[config.mk]
export PLATFORM = sky130hd
export DESIGN_NAME = tt_extractor7_flat
export DESIGN_NICKNAME = d
export VERILOG_FILES = /design/src/rtl/tt_extractor7_pkg.sv /design/src/rtl/tt_extractor7_if.sv /design/src/rtl/tt_extractor7_cap_pipe.sv /design/src/rtl/tt_extractor7.sv /design/src/flat_wrapper.sv
export SDC_FILE = /design/constraint.sdc
export NUM_CORES = 1
export LEC_CHECK = 0
export BUFFER_PORTS_ARGS = -buffer_cell sky130_fd_sc_hd__buf_4
export CORE_MARGIN = 1
export CORE_UTILIZATION = 59
export CTS_CLUSTER_DIAMETER = 200
export DETAILED_ROUTE_END_ITERATION = 10
export GPL_TIMING_DRIVEN = 1
export PLACE_DENSITY_LB_ADDON = 0.3
export SLEW_MARGIN = 20
export SYNTH_ARGS = -nofsm -noshare
export SYNTH_HDL_FRONTEND = slang
export SYNTH_SLANG_ARGS = --single-unit
[constraint.sdc]
create_clock -name clk -period 13.9 [get_ports clk]
set_input_delay 0.695 -clock clk [delete_from_list [all_inputs] [get_ports clk]]
set_output_delay 0.695 -clock clk [all_outputs]
set_load 0.02 [all_outputs]
[src/rtl/tt_extractor7_pkg.sv]
// Shared types and sizes for the 7-input truth-table extractor.
// Package tt7_pkg; the optional onset counter is enabled by TT_ONSET_COUNT_EN.
package tt7_pkg;

    localparam int NUM_IN       = 7;
    localparam int NUM_MINTERMS = 128;
    localparam int MAX_RESP_LAT = 7;

    typedef logic [NUM_IN-1:0]       minterm_t;
    typedef logic [NUM_MINTERMS-1:0] tt_t;

    typedef enum logic [1:0] {
        IDLE,
        SWEEP,
        DRAIN,
        DONE
    } state_t;

endpackage

[src/rtl/tt_extractor7_if.sv]
// Sweep/response/result bundle between the extractor and its environment.
// onset_cnt exists only when TT_ONSET_COUNT_EN is defined.
interface tt_extractor7_if;
    import tt7_pkg::*;

    logic     start;
    logic     busy;
    minterm_t stim;
    logic     resp;
    tt_t      tt;
    logic     tt_valid;
    logic     tt_ready;
`ifdef TT_ONSET_COUNT_EN
    logic [7:0] onset_cnt;

    modport master (
        input  start, resp, tt_ready,
        output busy, stim, tt, tt_valid, onset_cnt
    );
    modport slave (
        output start, resp, tt_ready,
        input  busy, stim, tt, tt_valid, onset_cnt
    );
`else
    modport master (
        input  start, resp, tt_ready,
        output busy, stim, tt, tt_valid
    );
    modport slave (
        output start, resp, tt_ready,
        input  busy, stim, tt, tt_valid
    );
`endif

endinterface

[src/rtl/tt_extractor7_cap_pipe.sv]
// Delay line of (valid, minterm index) matching the function's response latency.
// DEPTH=0 is a straight pass-through for purely combinational functions.
module tt_cap_pipe
    import tt7_pkg::*;
#(
    parameter int DEPTH = 0
) (
    input  logic     clk,
    input  logic     rst,
    input  logic     in_vld,
    input  minterm_t in_idx,
    output logic     out_vld,
    output minterm_t out_idx
);

    generate
        if (DEPTH == 0) begin : g_bypass
            // Clock and reset are not needed without storage.
            logic unused_clk_rst;
            assign unused_clk_rst = clk ^ rst;
            assign out_vld = in_vld;
            assign out_idx = in_idx;
        end else begin : g_delay
            logic     vld_reg [DEPTH];
            minterm_t idx_reg [DEPTH];

            always_ff @(posedge clk or posedge rst) begin
                if (rst) begin
                    for (int i = 0; i < DEPTH; i++) begin
                        vld_reg[i] <= 1'b0;
                        idx_reg[i] <= '0;
                    end
                end else begin
                    vld_reg[0] <= in_vld;
                    idx_reg[0] <= in_idx;
                    for (int i = 1; i < DEPTH; i++) begin
                        vld_reg[i] <= vld_reg[i-1];
                        idx_reg[i] <= idx_reg[i-1];
                    end
                end
            end

            assign out_vld = vld_reg[DEPTH-1];
            assign out_idx = idx_reg[DEPTH-1];
        end
    endgenerate

endmodule

[src/rtl/tt_extractor7.sv]
// Sweeps all 128 minterms into a function-under-test and assembles its truth table.
// Define TT_ONSET_COUNT_EN to add the onset_cnt output (number of ones in tt).
module tt_extractor7
    import tt7_pkg::*;
#(
    parameter int RESP_LAT  = 0,
    parameter int START_IDX = 0
) (
    input logic             clk,
    input logic             rst,
    tt_extractor7_if.master bus
);

    localparam minterm_t   START_M   = minterm_t'(START_IDX);
    localparam logic [7:0] ISSUE_ALL = 8'(NUM_MINTERMS);
    localparam logic [6:0] CAP_LAST  = 7'(NUM_MINTERMS - 1);

    state_t     state_reg, state_next;
    minterm_t   stim_reg;
    logic [7:0] issue_cnt_reg;
    logic       issue_vld_reg;
    logic [6:0] cap_cnt_reg;
    tt_t        tt_reg;
`ifdef TT_ONSET_COUNT_EN
    logic [7:0] onset_reg;
`endif

    logic     cap_vld;
    minterm_t cap_idx;
    logic     accept;
    logic     issuing;
    logic     last_cap;

    assign accept   = (state_reg == IDLE) && bus.start;
    assign issuing  = (state_reg == SWEEP) && (issue_cnt_reg != ISSUE_ALL);
    assign last_cap = cap_vld && (cap_cnt_reg == CAP_LAST);

    tt_cap_pipe #(
        .DEPTH (RESP_LAT)
    ) u_cap_pipe (
        .clk     (clk),
        .rst     (rst),
        .in_vld  (issue_vld_reg),
        .in_idx  (stim_reg),
        .out_vld (cap_vld),
        .out_idx (cap_idx)
    );

    always_ff @(posedge clk or posedge rst) begin
        if (rst) begin
            state_reg <= IDLE;
        end else begin
            state_reg <= state_next;
        end
    end

    // DONE is entered on the edge of the final capture, whichever state is sweeping.
    always_comb begin
        state_next = state_reg;
        case (state_reg)
            IDLE: begin
                if (bus.start) begin
                    state_next = SWEEP;
                end
            end
            SWEEP: begin
                if (last_cap) begin
                    state_next = DONE;
                end else if (issue_cnt_reg == ISSUE_ALL) begin
                    state_next = DRAIN;
                end
            end
            DRAIN: begin
                if (last_cap) begin
                    state_next = DONE;
                end
            end
            DONE: begin
                if (bus.tt_ready) begin
                    state_next = IDLE;
                end
            end
            default: state_next = IDLE;
        endcase
    end

    // The first minterm is driven on the accepting edge; 127 more follow in SWEEP.
    always_ff @(posedge clk or posedge rst) begin
        if (rst) begin
            stim_reg      <= '0;
            issue_cnt_reg <= '0;
            issue_vld_reg <= 1'b0;
        end else if (accept) begin
            stim_reg      <= START_M;
            issue_cnt_reg <= 8'd1;
            issue_vld_reg <= 1'b1;
        end else if (issuing) begin
            stim_reg      <= stim_reg + 7'd1;
            issue_cnt_reg <= issue_cnt_reg + 8'd1;
            issue_vld_reg <= 1'b1;
        end else begin
            issue_vld_reg <= 1'b0;
        end
    end

    always_ff @(posedge clk or posedge rst) begin
        if (rst) begin
            cap_cnt_reg <= '0;
            tt_reg      <= '0;
`ifdef TT_ONSET_COUNT_EN
            onset_reg   <= '0;
`endif
        end else if (accept) begin
            cap_cnt_reg <= '0;
            tt_reg      <= '0;
`ifdef TT_ONSET_COUNT_EN
            onset_reg   <= '0;
`endif
        end else if (cap_vld) begin
            cap_cnt_reg      <= cap_cnt_reg + 7'd1;
            tt_reg[cap_idx]  <= bus.resp;
`ifdef TT_ONSET_COUNT_EN
            onset_reg        <= onset_reg + {7'd0, bus.resp};
`endif
        end
    end

    assign bus.busy     = (state_reg != IDLE);
    assign bus.tt_valid = (state_reg == DONE);
    assign bus.stim     = stim_reg;
    assign bus.tt       = tt_reg;
`ifdef TT_ONSET_COUNT_EN
    assign bus.onset_cnt = onset_reg;
`endif

endmodule

[src/flat_wrapper.sv]
// flat-port wrapper written by rule: the top's interface ports become plain ports
module tt_extractor7_flat import tt7_pkg::*;
#(
    parameter int RESP_LAT  = 0,
    parameter int START_IDX = 0
)
  (clk, rst, bus_start, bus_resp, bus_tt_ready, bus_busy, bus_stim, bus_tt, bus_tt_valid);
  tt_extractor7_if bus_i ();
  input logic clk;
  input logic rst;
  input wire logic [$bits(bus_i.start)-1:0] bus_start;
  input wire logic [$bits(bus_i.resp)-1:0] bus_resp;
  input wire logic [$bits(bus_i.tt_ready)-1:0] bus_tt_ready;
  output wire logic [$bits(bus_i.busy)-1:0] bus_busy;
  output wire logic [$bits(bus_i.stim)-1:0] bus_stim;
  output wire logic [$bits(bus_i.tt)-1:0] bus_tt;
  output wire logic [$bits(bus_i.tt_valid)-1:0] bus_tt_valid;
  assign bus_i.start = bus_start;
  assign bus_i.resp = bus_resp;
  assign bus_i.tt_ready = bus_tt_ready;
  assign bus_busy = bus_i.busy;
  assign bus_stim = bus_i.stim;
  assign bus_tt = bus_i.tt;
  assign bus_tt_valid = bus_i.tt_valid;
  tt_extractor7 #(.RESP_LAT(RESP_LAT), .START_IDX(START_IDX)) u_core (.clk(clk), .rst(rst), .bus(bus_i));
endmodule
; ---- Word level (Yosys, flattened, before mapping)
; Index checks and enable logic that the tools add are counted.
[totals]
ff_bits = 153
input_bits = 5
out_inout_bits = 137
[op_classes]
addsub = 3
order_cmp = 2
eq_ne = 10
n_mux = 19
reduce_logical = 9
[ops]
columns = operator, count
row1 = 2-to-1 mux 128 bit, 2
row2 = bitwise mux 128 bit, 1
row3 = 2-to-1 mux 7 bit, 4
row4 = 2-to-1 mux 8 bit, 2
row5 = adder 7 x 1 -> 7 bit (second input constant), 2
row6 = 2-to-1 mux 2 bit, 5
row7 = adder 8 x 1 -> 8 bit (second input constant), 1
row8 = equality test 8 bit (second input constant), 1
row9 = less-than comparator 7 x 8 -> 1 bit (second input constant), 1
row10 = != test 8 bit (second input constant), 1
row11 = one-hot mux 2 bit (4 select lines), 1
row12 = demux 1 bit (select 7 bit), 1
row13 = equality test 7 bit (second input constant), 1
row14 = >= comparator 7 x 1 -> 1 bit (second input constant), 1
row15 = nonzero test 2 bit, 3
row16 = equality test 2 bit (second input constant), 2
row17 = logical AND 1 bit, 4
row18 = != test 2 bit (second input constant), 2
row19 = AND reduction 4 bit, 1
row20 = 2-to-1 mux 1 bit, 3
row21 = != test 3 x 2 -> 1 bit (second input constant), 1
row22 = equality test 2 x 1 -> 1 bit (second input constant), 1
row23 = zero test 2 bit, 1
row24 = != test 2 x 1 -> 1 bit (second input constant), 1

; ---- Logic depth before layout (Yosys ltp)
; Gate-level depths: netlist of the first run.
[logic_depth]
depth_word = 7
mapped_depth = 7
ltp_nobuf = 6

; ---- By module
; A second synthesis of the first run with hierarchy kept.
[unflattened]
hier_cells = 772
area_unflattened_um2 = 7106.8
[modules_own_cells]
columns = mod, n_inst, cells_each, area_per_inst_um2, seq_area_each_um2
row1 = tt_extractor7, 1, 764, 7046.8, 3828.7
row2 = tt_cap_pipe, 1, 8, 60.1, 0.0

; ---- Worst setup path before layout of the first run
; OpenSTA, ideal clock, no wires.
[synth_timing]
path_type = register to register
startpoint = register u_core.state_reg[0]
endpoint = register u_core.state_reg[1]
setup_time_ns = 0.127
arrival_time_ns = 1.892
required_time_ns = 13.773
setup_slack_ns = 11.881
path_stages_with_launch = 7
n_path_buf = 0
period_less_slack_ns = 2.019
path_cell_list = dfrtp_1 inv_1 ha_1 or4_1 o22a_1 a222oi_1 mux2_1
[synth_between]
elab_chain_len = 3
[synth_lines]
columns = element, line_no
row1 = from (decl), tt_extractor7.sv:18  ; state_t state_reg, state_next;
row2 = from (signal assigned), tt_extractor7.sv:53  ; state_reg <= state_next;
row3 = equality test 2 x 1 -> 1 bit (tied with other cells), tt_extractor7.sv:60  ; case (state_reg)
row4 = != test 3 x 2 -> 1 bit (no source line) (tied with other cells), n/a
row5 = AND reduction 4 bit (no source line), n/a
; Several ways; a longest one is shown, not always the timed one.
; A chain may end at the register's enable or synchronous reset.

; ---- Worst setup path after layout of the first run
[layout_timing]
startpoint = register u_core.state_reg[0]
endpoint = register u_core.tt_reg[127] (netlist: u_core.bus.tt[127])
[layout_between]
elab_chain_len = 3
[layout_lines]
columns = element, line_no
row1 = zero test 2 bit (*), tt_extractor7.sv:34  ; assign accept = (state_reg == IDLE) && bus.start;
row2 = logical AND 1 bit (*), tt_extractor7.sv:34
row3 = 2-to-1 mux 128 bit or nonzero test 2 bit (tied branches), n/a
row4 = "to (signal, indexed assignment)", tt_extractor7.sv:121  ; tt_reg[cap_idx] <= bus.resp;
row5 = to (decl), tt_extractor7.sv:23  ; tt_t tt_reg;
; Every way passes the cells marked *; elsewhere a longest branch is shown, timed or not.

==> results list, run 1 <==
* Fin Clk Skew: a little under 0.007 ns
- Final number of setup-violating endpoints: 0
- At the worst endpoint, the required time is 14.17 ns.
* Class of the most critical hold timing path: input pin to asynchronous set/reset pin
* Global-route usage over all layers: 0.359
- The number of global-route vias before repair is 6,468.
- Number of nets in the finished design: slightly below 900
- The number of antenna violations at the first check in global routing came to 0.
* Run status: completed
- Peak VDD IR: 127 uV
- The number of endpoints with negative hold slack in the final report was 0.
- The routed design could run at a clock period as short as between 2 and 3 ns.
- Final total power: 1.42 mW
- The first TritonRoute pass finished after 6 iterations.
- Entering global routing, the biggest net connects ~130 pins.
- First-pass GRT wire length: 34,100 um
- Static power due to leakage: 3.98 nW
* Floorplan Core Area: 11,500 um^2
- The Yosys step of the flow raised 0 warnings.
- Critical path class: flop to flop
- Starting utilization of the core area: 0.609
- Ratio of total power to cell area: 164 nW/um^2
- Detail Route Antenna Nets: 0
- Number of flops mapped to enable cells by yosys: 0
- Clock Latency Late Sink: 0.43 ns
- Routed WL per cell: 20.9 um
* FMAX: ~0.37 GHz
- Weighted congestion reported at the end of routability-driven placement: roughly 0.84
- Rows: 39
- Async set-reset flop share out of synthesis: 1.00
* Number of different library cells in the post-synthesis netlist: 35
* Number of port buffers: 141
* CTS clk-pin slew, worst paths: 0.06 ns
* Max-slew headroom at the worst pin: 0.244
* Via total after detailed routing: roughly 6,800
* Final Cycle Share: 0.196
- Once layout is complete, the cells apart from fillers number 1,036.
- Synthesis inferred 153 register bits.
- Net count after synthesis: 781
* Mean number of vias per cell: 6.60
- Slew @ Worst Pin: between 1 and 1.5 ns
* Total count of max-transition violations in the final report: 0
- Number of diodes: 0
* Die Footprint: 12,300 um^2
- The worst setup path is launched from a flop.
- The H-tree was split into 4 levels.
- TNS Setup: 0 ns
* Die height: 111 um
- Counting the buffers created by CTS gives 17.
- Total of max-cap violations: 0
- Setup repair after global routing left no endpoint under its margin.
- Post-Syn Area per Cell: 9.10 um^2
- ~140 I/O pins were placed.
- Of the cells placed in the final design, the portion with a size suffix greater than 1 is 0.211.
- Clock tree from TritonCTS: built
* Cell count after placement: between 1,000 and 1,500
- For this run, the leading register cell type out of synthesis is sky130_fd_sc_hd__dfrtp_1.
* Crit path max fanout: 76
* Initial DRC count: 875
- The register with the most flip-flops in the layout has 128 of them.
* Post-synthesis cell count: 767
- Endpoint type of the worst setup path: flop
- Fill cell instance count of the final layout: 776
* Part of the Yosys area used for sequential elements: 0.549
- Gates resized during post-CTS repair numbered 0.
- Buffers added to address setup during post-CTS repair amount to 0.
- The cell sitting at the root of the clock tree is a sky130_fd_sc_hd__clkbuf_16.
* Cell Area, Synth: 6980 um^2
- After legalization and detailed placement, the total HPWL measured 13,200 um.
- Synthesis-to-layout area growth: 24.7%
* Die width: 111 um
- STA puts the critical path data arrival time at 2.99 ns.
* Total congestion overflow after global routing: 0
- DRC Markers: 0
- Clock tree synthesis found a total of around 150 sinks.
- Buffers inserted to repair hold after CTS numbered 0.
- No sink is reached through more buffers than the 2 on the longest clock path.
- Wires add up to 21,700 um.
## layout make-up
class | instances | area [um^2] | share of cell area
Sequential cell | 153 | 3830 | 0.440
Multi-Input combinational cell | 549 | 2920 | 0.336
Timing Repair Buffer | 151 | 1140 | 0.131
Clock buffer | 24 | 482 | 0.0554
Tap cell | 143 | 179 | 0.0206
Clock inverter | 8 | 118 | 0.0135
Inverter | 8 | 35.0 | 0.00403
## metal layers
layer  up-vias  routed length (um)  track usage
met3        91                2660        0.110
met4         0                 836        0.186
met2       493                9980        0.527
met1      3290                8210        0.483
met5         -                   0            0
li1       2967                   -            -
## synthesized netlist by cell type (2+ instances only)
cell | count | share of area
sky130_fd_sc_hd__mux2i_1 | 3 | 0.0043
sky130_fd_sc_hd__nand4_1 | 5 | 0.0045
sky130_fd_sc_hd__nand3_1 | 137 | 0.098
sky130_fd_sc_hd__o211ai_1 | 4 | 0.0043
sky130_fd_sc_hd__nand2_1 | 30 | 0.016
sky130_fd_sc_hd__xnor2_1 | 4 | 0.0050
sky130_fd_sc_hd__xor2_1 | 11 | 0.014
sky130_fd_sc_hd__buf_2 | 6 | 0.0043
sky130_fd_sc_hd__buf_1 | 6 | 0.0032
sky130_fd_sc_hd__inv_1 | 8 | 0.0043
sky130_fd_sc_hd__or3_1 | 4 | 0.0036
sky130_fd_sc_hd__nand2b_1 | 7 | 0.0063
sky130_fd_sc_hd__nor2_1 | 38 | 0.020
sky130_fd_sc_hd__a21oi_1 | 133 | 0.095
sky130_fd_sc_hd__dfrtp_1 | 153 | 0.55
sky130_fd_sc_hd__nor2b_1 | 7 | 0.0063
sky130_fd_sc_hd__clkbuf_1 | 44 | 0.024
sky130_fd_sc_hd__ha_1 | 9 | 0.016
sky130_fd_sc_hd__and3_1 | 2 | 0.0018
sky130_fd_sc_hd__nor3_1 | 9 | 0.0065
sky130_fd_sc_hd__o21ai_0 | 132 | 0.095
sky130_fd_sc_hd__or3_2 | 2 | 0.0022
## cells by family after synthesis
| group | share of synthesized area |
|---|---|
| muxes | 0.00592 |
| xor gates and xnor gates | 0.0188 |
| DFF | 0.549 |
| buffers and inverters | 0.0366 |
| AOI/OAI and AO/OA | 0.204 |
| and+or+nand+nor | 0.170 |
| adders and majority gates | 0.0161 |
## per-stage QoR
step                 util  cell area [um^2]  hold WS [ns]  setup WS (ns)
CTS                 0.758              8690         0.500          11.26
global placement    0.706              8090         0.531          11.39
detailed placement  0.706              8090         0.536          11.28
floorplan               -              6980         0.510           9.08
finish              0.759              8700         0.466          11.18
global route        0.759              8700         0.541          11.02
## power breakdown
part           internal (mW)  leakage (nW)  switching (mW)
Clock                  0.295         0.294           0.177
Combinational          0.125          1.57           0.267
Sequential             0.495          2.11          0.0634
Total                  0.915          3.98           0.507
## cells in the final DEF (no fill, tap or decap), types with 3 or more instances in the layout
cell type,Yosys,final
sky130_fd_sc_hd__or3_1,4,4
sky130_fd_sc_hd__clkbuf_8,0,3
sky130_fd_sc_hd__nand2_1,30,30
sky130_fd_sc_hd__nor2b_1,7,7
sky130_fd_sc_hd__dfrtp_1,153,153
sky130_fd_sc_hd__nand2b_1,7,7
sky130_fd_sc_hd__clkbuf_1,44,4
sky130_fd_sc_hd__o211ai_1,4,4
sky130_fd_sc_hd__xor2_1,11,11
sky130_fd_sc_hd__clkbuf_16,0,17
sky130_fd_sc_hd__clkinv_2,0,4
sky130_fd_sc_hd__inv_1,8,7
sky130_fd_sc_hd__o21ai_0,132,132
sky130_fd_sc_hd__nor3_1,9,7
sky130_fd_sc_hd__xnor2_1,4,4
sky130_fd_sc_hd__nand4_1,5,5
sky130_fd_sc_hd__ha_1,9,9
sky130_fd_sc_hd__mux2i_1,3,3
sky130_fd_sc_hd__nand3_1,137,137
sky130_fd_sc_hd__nor2_1,38,36
sky130_fd_sc_hd__buf_4,1,150
sky130_fd_sc_hd__a21oi_1,133,133
sky130_fd_sc_hd__bufinv_16,0,3
## worst paths after layout
kind,startpoint,to,slack (ns),depth (start not counted)
worst max-delay path,u_core.state_reg[0],u_core.bus.tt[127],11.18,7
worst min-delay path,rst,u_core.bus.tt[35],0.47,2
worst max register to register,u_core.state_reg[0],u_core.bus.tt[127],11.18,7
worst min register to register,u_core.bus.tt[69],u_core.bus.tt[69],0.54,2
max in group asynchronous,rst,u_core.bus.tt[116],12.18,3
min in group clk,bus_start,u_core.issue_vld_reg,0.53,3
## critical path, cell delays in order (launching register included)
cell and delay [ns]:
sky130_fd_sc_hd__dfrtp_1 0.42, sky130_fd_sc_hd__inv_1 0.15, sky130_fd_sc_hd__ha_1 0.23, sky130_fd_sc_hd__inv_1 0.10
sky130_fd_sc_hd__nor2_4 0.11, sky130_fd_sc_hd__buf_4 0.61, sky130_fd_sc_hd__buf_4 0.73, sky130_fd_sc_hd__a21oi_1 0.11
Power figures use the tool's default switching activity.
==> inputs of run 2 (changes only) <==
- ABC_AREA: unset -> 1
- CORE_UTILIZATION: 59 -> 51
- clock period: 13.9 -> 2.3 ns (I/O delays scaled with it)
==> run 2 against run 1 <==
  * Fmax up 37%
  * Largest cell class unchanged
  * Synthesized cell count up 35%
  * Via count up 0.91%
  * Critical path depth up 1
  * Clock skew up 0.00094 ns
  * Worst setup slack worse by 11 ns
  * Sequential share of layout area down 3.7 points
  * Core utilization down 11 points
  * Highest routed layer unchanged
  * Routed wire length down 9.1%
  * Combinational power rose to 4.6 times the previous value
  * Final cell count up 32%
==> results list, run 2 <==
* Synthesis-to-layout area growth: 25.0%
- First-pass GRT wire length: 31,900 um
- During synthesis, Yosys emitted a total of 0 warnings.
- sky130_fd_sc_hd__dfrtp_1 takes more of the synthesized area than any other cell.
- Library cell used as clock root buffer: sky130_fd_sc_hd__clkbuf_16
- Detail Route Antenna Nets: 0
- After technology mapping, the gate count stands at 1,034.
* FMAX: 0.504 GHz
- Final Cycle Share: 0.863
- Fill cell instance count of the final layout: 1,290
* Estimated wirelength of the detail-placed design: 12,900 um
- Num ports: 142
- Share of synthesized area spent on multiplexers: 0
- In this run, synthesis produced a sequential element count of 153.
* Worst Slack Setup Final: 0.314 ns
- DRC Markers: 0
- Counting flops with an async set or reset pin after synthesis yields a share of 1.00.
* Startpoint of the lowest-slack register-to-register path: u_core.state_reg[0]
* Clock Latency Late Sink: 0.43 ns
- Synth Area in Adders: 0.0148
- For this run, the detailed router's first-pass iteration total came to 7.
- TNS Setup: 0 ns
- Rows: 44
- After the first detailed-routing iteration, the DRC count stood at about 520.
- The register with the most flip-flops in the layout has 128 of them.
- At the end of routability-driven placement, the weighted congestion stood at 0.836.
- For this run, the register share of the synthesized area comes to 0.504.
- The routed design could run at a clock period as short as between 1.5 and 2 ns.
- The worst pin sits at a relative slew slack of 0.670.
* Crit path max fanout: 26
- Class of the most critical hold timing path: input pin to flop
- Mean number of vias per cell: 5.05
- At the pin with the least slew margin, the transition time is 0.496 ns.
- Net count after synthesis: between 1,000 and 1,500
- Static power due to leakage: 6.23 nW
* Floorplan Core Area: 14,500 um^2
- Number of sinks on the clock net: about 150
- In the final routed layout, each cell accounts on average for 14.4 um.
- Dominant synthesized flop cell: sky130_fd_sc_hd__dfrtp_1
* Most common library cell in the layout ignoring fill and taps: sky130_fd_sc_hd__nand2_1
- Number of port buffers: 141
- The worst setup path is launched from a flop.
* Post-Syn Area per Cell: between 7 and 8 um^2
- Placed standard-cell area: 8830 um^2
- Post-synth top cells: sky130_fd_sc_hd__nand2_1 (416), sky130_fd_sc_hd__inv_1 (168), sky130_fd_sc_hd__dfrtp_1 (153)
* Via total after detailed routing: 6,903
* Die height: ~120 um
- Register-to-register path setup slack: 0.31 ns
* Die width: 124 um
* Number of different library cells in the post-synthesis netlist: 24
- At the worst endpoint, the required time is 2.67 ns.
- Fin Clk Skew: 0.00782 ns
* Starting utilization of the core area: 0.523
- Dpl ws: 0.225 ns
- The synthesized netlist occupies a cell area of 7600 um^2.
* Final number of setup-violating endpoints: 0
- Number of global-route vias before repair: roughly 6,300
- Peak VDD IR: 596 uV
- Worst min-delay path startpoint: bus_tt_ready
- The number of pins with negative max-slew slack in the final report was 0.
- Total congestion overflow after global routing: 0
* Share of cells above drive strength 1: 0.169
- By instance count, the leading cell after synthesis is sky130_fd_sc_hd__nand2_1.
* Proportion of netlist area held by the largest area contributor: 0.504
- Global-route usage over all layers: 0.273
- CTS built an H-tree with a depth of 4.
- Total wire length after detailed routing: 19,700 um
- Power spread over the standard cell area amounts to 842 nW/um^2.
- The worst hold path was traced through 5 stages.
- The flow ran to the end, and the final reports show no timing, DRC or antenna violations.
- Min Hold Slack: 0.103 ns
- TritonCTS built the clock tree.
* Antenna violations before repair: 0
- Maximum clock insertion buffer count: 2
- Number of nets in the finished design: 1,184
- Critical path class: flop to flop
- Area fraction in compound gates after synthesis: 0.110
- Basic-gate share of the synthesized area counting and, or, nand and nor cells: 0.250
* Die Footprint: between 15,000 and 20,000 um^2
- Summing internal, switching and leakage power gives 8.00 mW.
- Commonest cells after routing, fill and taps aside: sky130_fd_sc_hd__nand2_1 (415), sky130_fd_sc_hd__inv_1 (167), sky130_fd_sc_hd__dfrtp_1 (153)
- Main combinational cell family by area after synthesis: simple AND/OR/NAND/NOR gates
- Counting flops with a built-in enable in the synthesized netlist gives 0.
- In this run, CTS created clock tree buffers numbering 17.
* Area contributors post-synth: sky130_fd_sc_hd__dfrtp_1 (50%), sky130_fd_sc_hd__nand2_1 (21%), sky130_fd_sc_hd__inv_1 (8.3%), sky130_fd_sc_hd__o21ai_0 (5.9%), sky130_fd_sc_hd__o21ai_1 (2.8%)
- Worst min-delay path endpoint: u_core.state_reg[0]
- Arrival time at the worst endpoint: around 2.4 ns
- 0 antenna diodes ended up in the layout.
- Post-Synth XOR/XNOR Area: 0.00461
- Number of hold violations in the final report: 0
* Endpoint type of the worst setup path: flop
- Clock-pin slew was measured on the worst setup and hold paths at 0.06 ns.
- Worst reg-to-reg path cell count: 8
- RSZ-0062 raised after global routing: false
- Max-cap violations in this run came to 0.
- Entering global routing, the biggest net connects 57 pins.
- Number of setup buffers added after CTS: 0
- Critical R2R Capture: u_core.bus.tt[123]
- Post-route standard cell area excluding fillers: 9500 um^2
[run 2: where the power goes]
part | leakage, nW | internal, mW | switching (mW)
clock network | 0.320 | 1.98 | 1.14
logic | 3.79 | 0.548 | 1.26
registers | 2.12 | 2.87 | 0.212
total | 6.23 | 5.40 | 2.61
[run 2: kinds of logic (layout without fill, tap and decap cells)]
group                    Yosys count  after routing
AND/OR/NAND/NOR                  487            487
buffers and inverters            216            365
AO/OA/AOI/OAI                    165            165
XOR/XNOR                           4              4
adder cells (fa/ha/maj)            9              9
flip-flops                       153            153
[run 2: stage by stage]
step | utilization | cells
after CTS | 0.653 | 1367
after detailed placement | 0.608 | 1334
after global placement | 0.608 | 1334
after global routing | 0.654 | 1367
after floorplan | - | 1034
final | 0.654 | 1367
[run 2: critical path, cell delays in order, from the launching register on]
cell and delay, ns:
sky130_fd_sc_hd__dfrtp_1 0.41, sky130_fd_sc_hd__inv_1 0.11, sky130_fd_sc_hd__ha_1 0.25, sky130_fd_sc_hd__nand2_4 0.21
sky130_fd_sc_hd__nand2_1 0.15, sky130_fd_sc_hd__inv_4 0.25, sky130_fd_sc_hd__buf_4 0.30, sky130_fd_sc_hd__o21ai_0 0.16
sky130_fd_sc_hd__inv_1 0.08
[run 2: how the worst max path moves through the flow]
stage	startpoint	slack, ns	endpoint
after floorplan	rst	0.25	u_core.bus.stim[0]
after global placement	u_core.state_reg[0]	0.32	u_core.bus.tt[2]
after detailed placement	u_core.state_reg[0]	0.22	u_core.bus.tt[114]
after CTS	u_core.state_reg[0]	0.16	u_core.bus.tt[123]
after global routing	u_core.state_reg[0]	0.10	u_core.bus.tt[123]
final	u_core.state_reg[0]	0.31	u_core.bus.tt[123]
[run 2: what timing repair did]
action | CTS | global route
resized for setup | 0 | 2
hold buffers | 1 | 0
setup endpoints to repair | 0 | 2
hold endpoints to repair | 48 | 0
[run 2: routing by layer]
layer	global-route usage	wire length (um)	vias up
li1	-	-	3422
met1	0.383	9030	3181
met2	0.397	8590	250
met3	0.0714	1550	50
met4	0.119	546	0
met5	0	0	-
[run 2: layout make-up]
cell class,instances,area [um^2],area share
sequential,153,3830,0.403
multi-input combinational,665,2890,0.304
timing repair buffer,157,1230,0.130
inverter,176,667,0.0702
clock buffer,20,457,0.0481
tap,184,230,0.0242
clock inverter,12,195,0.0205
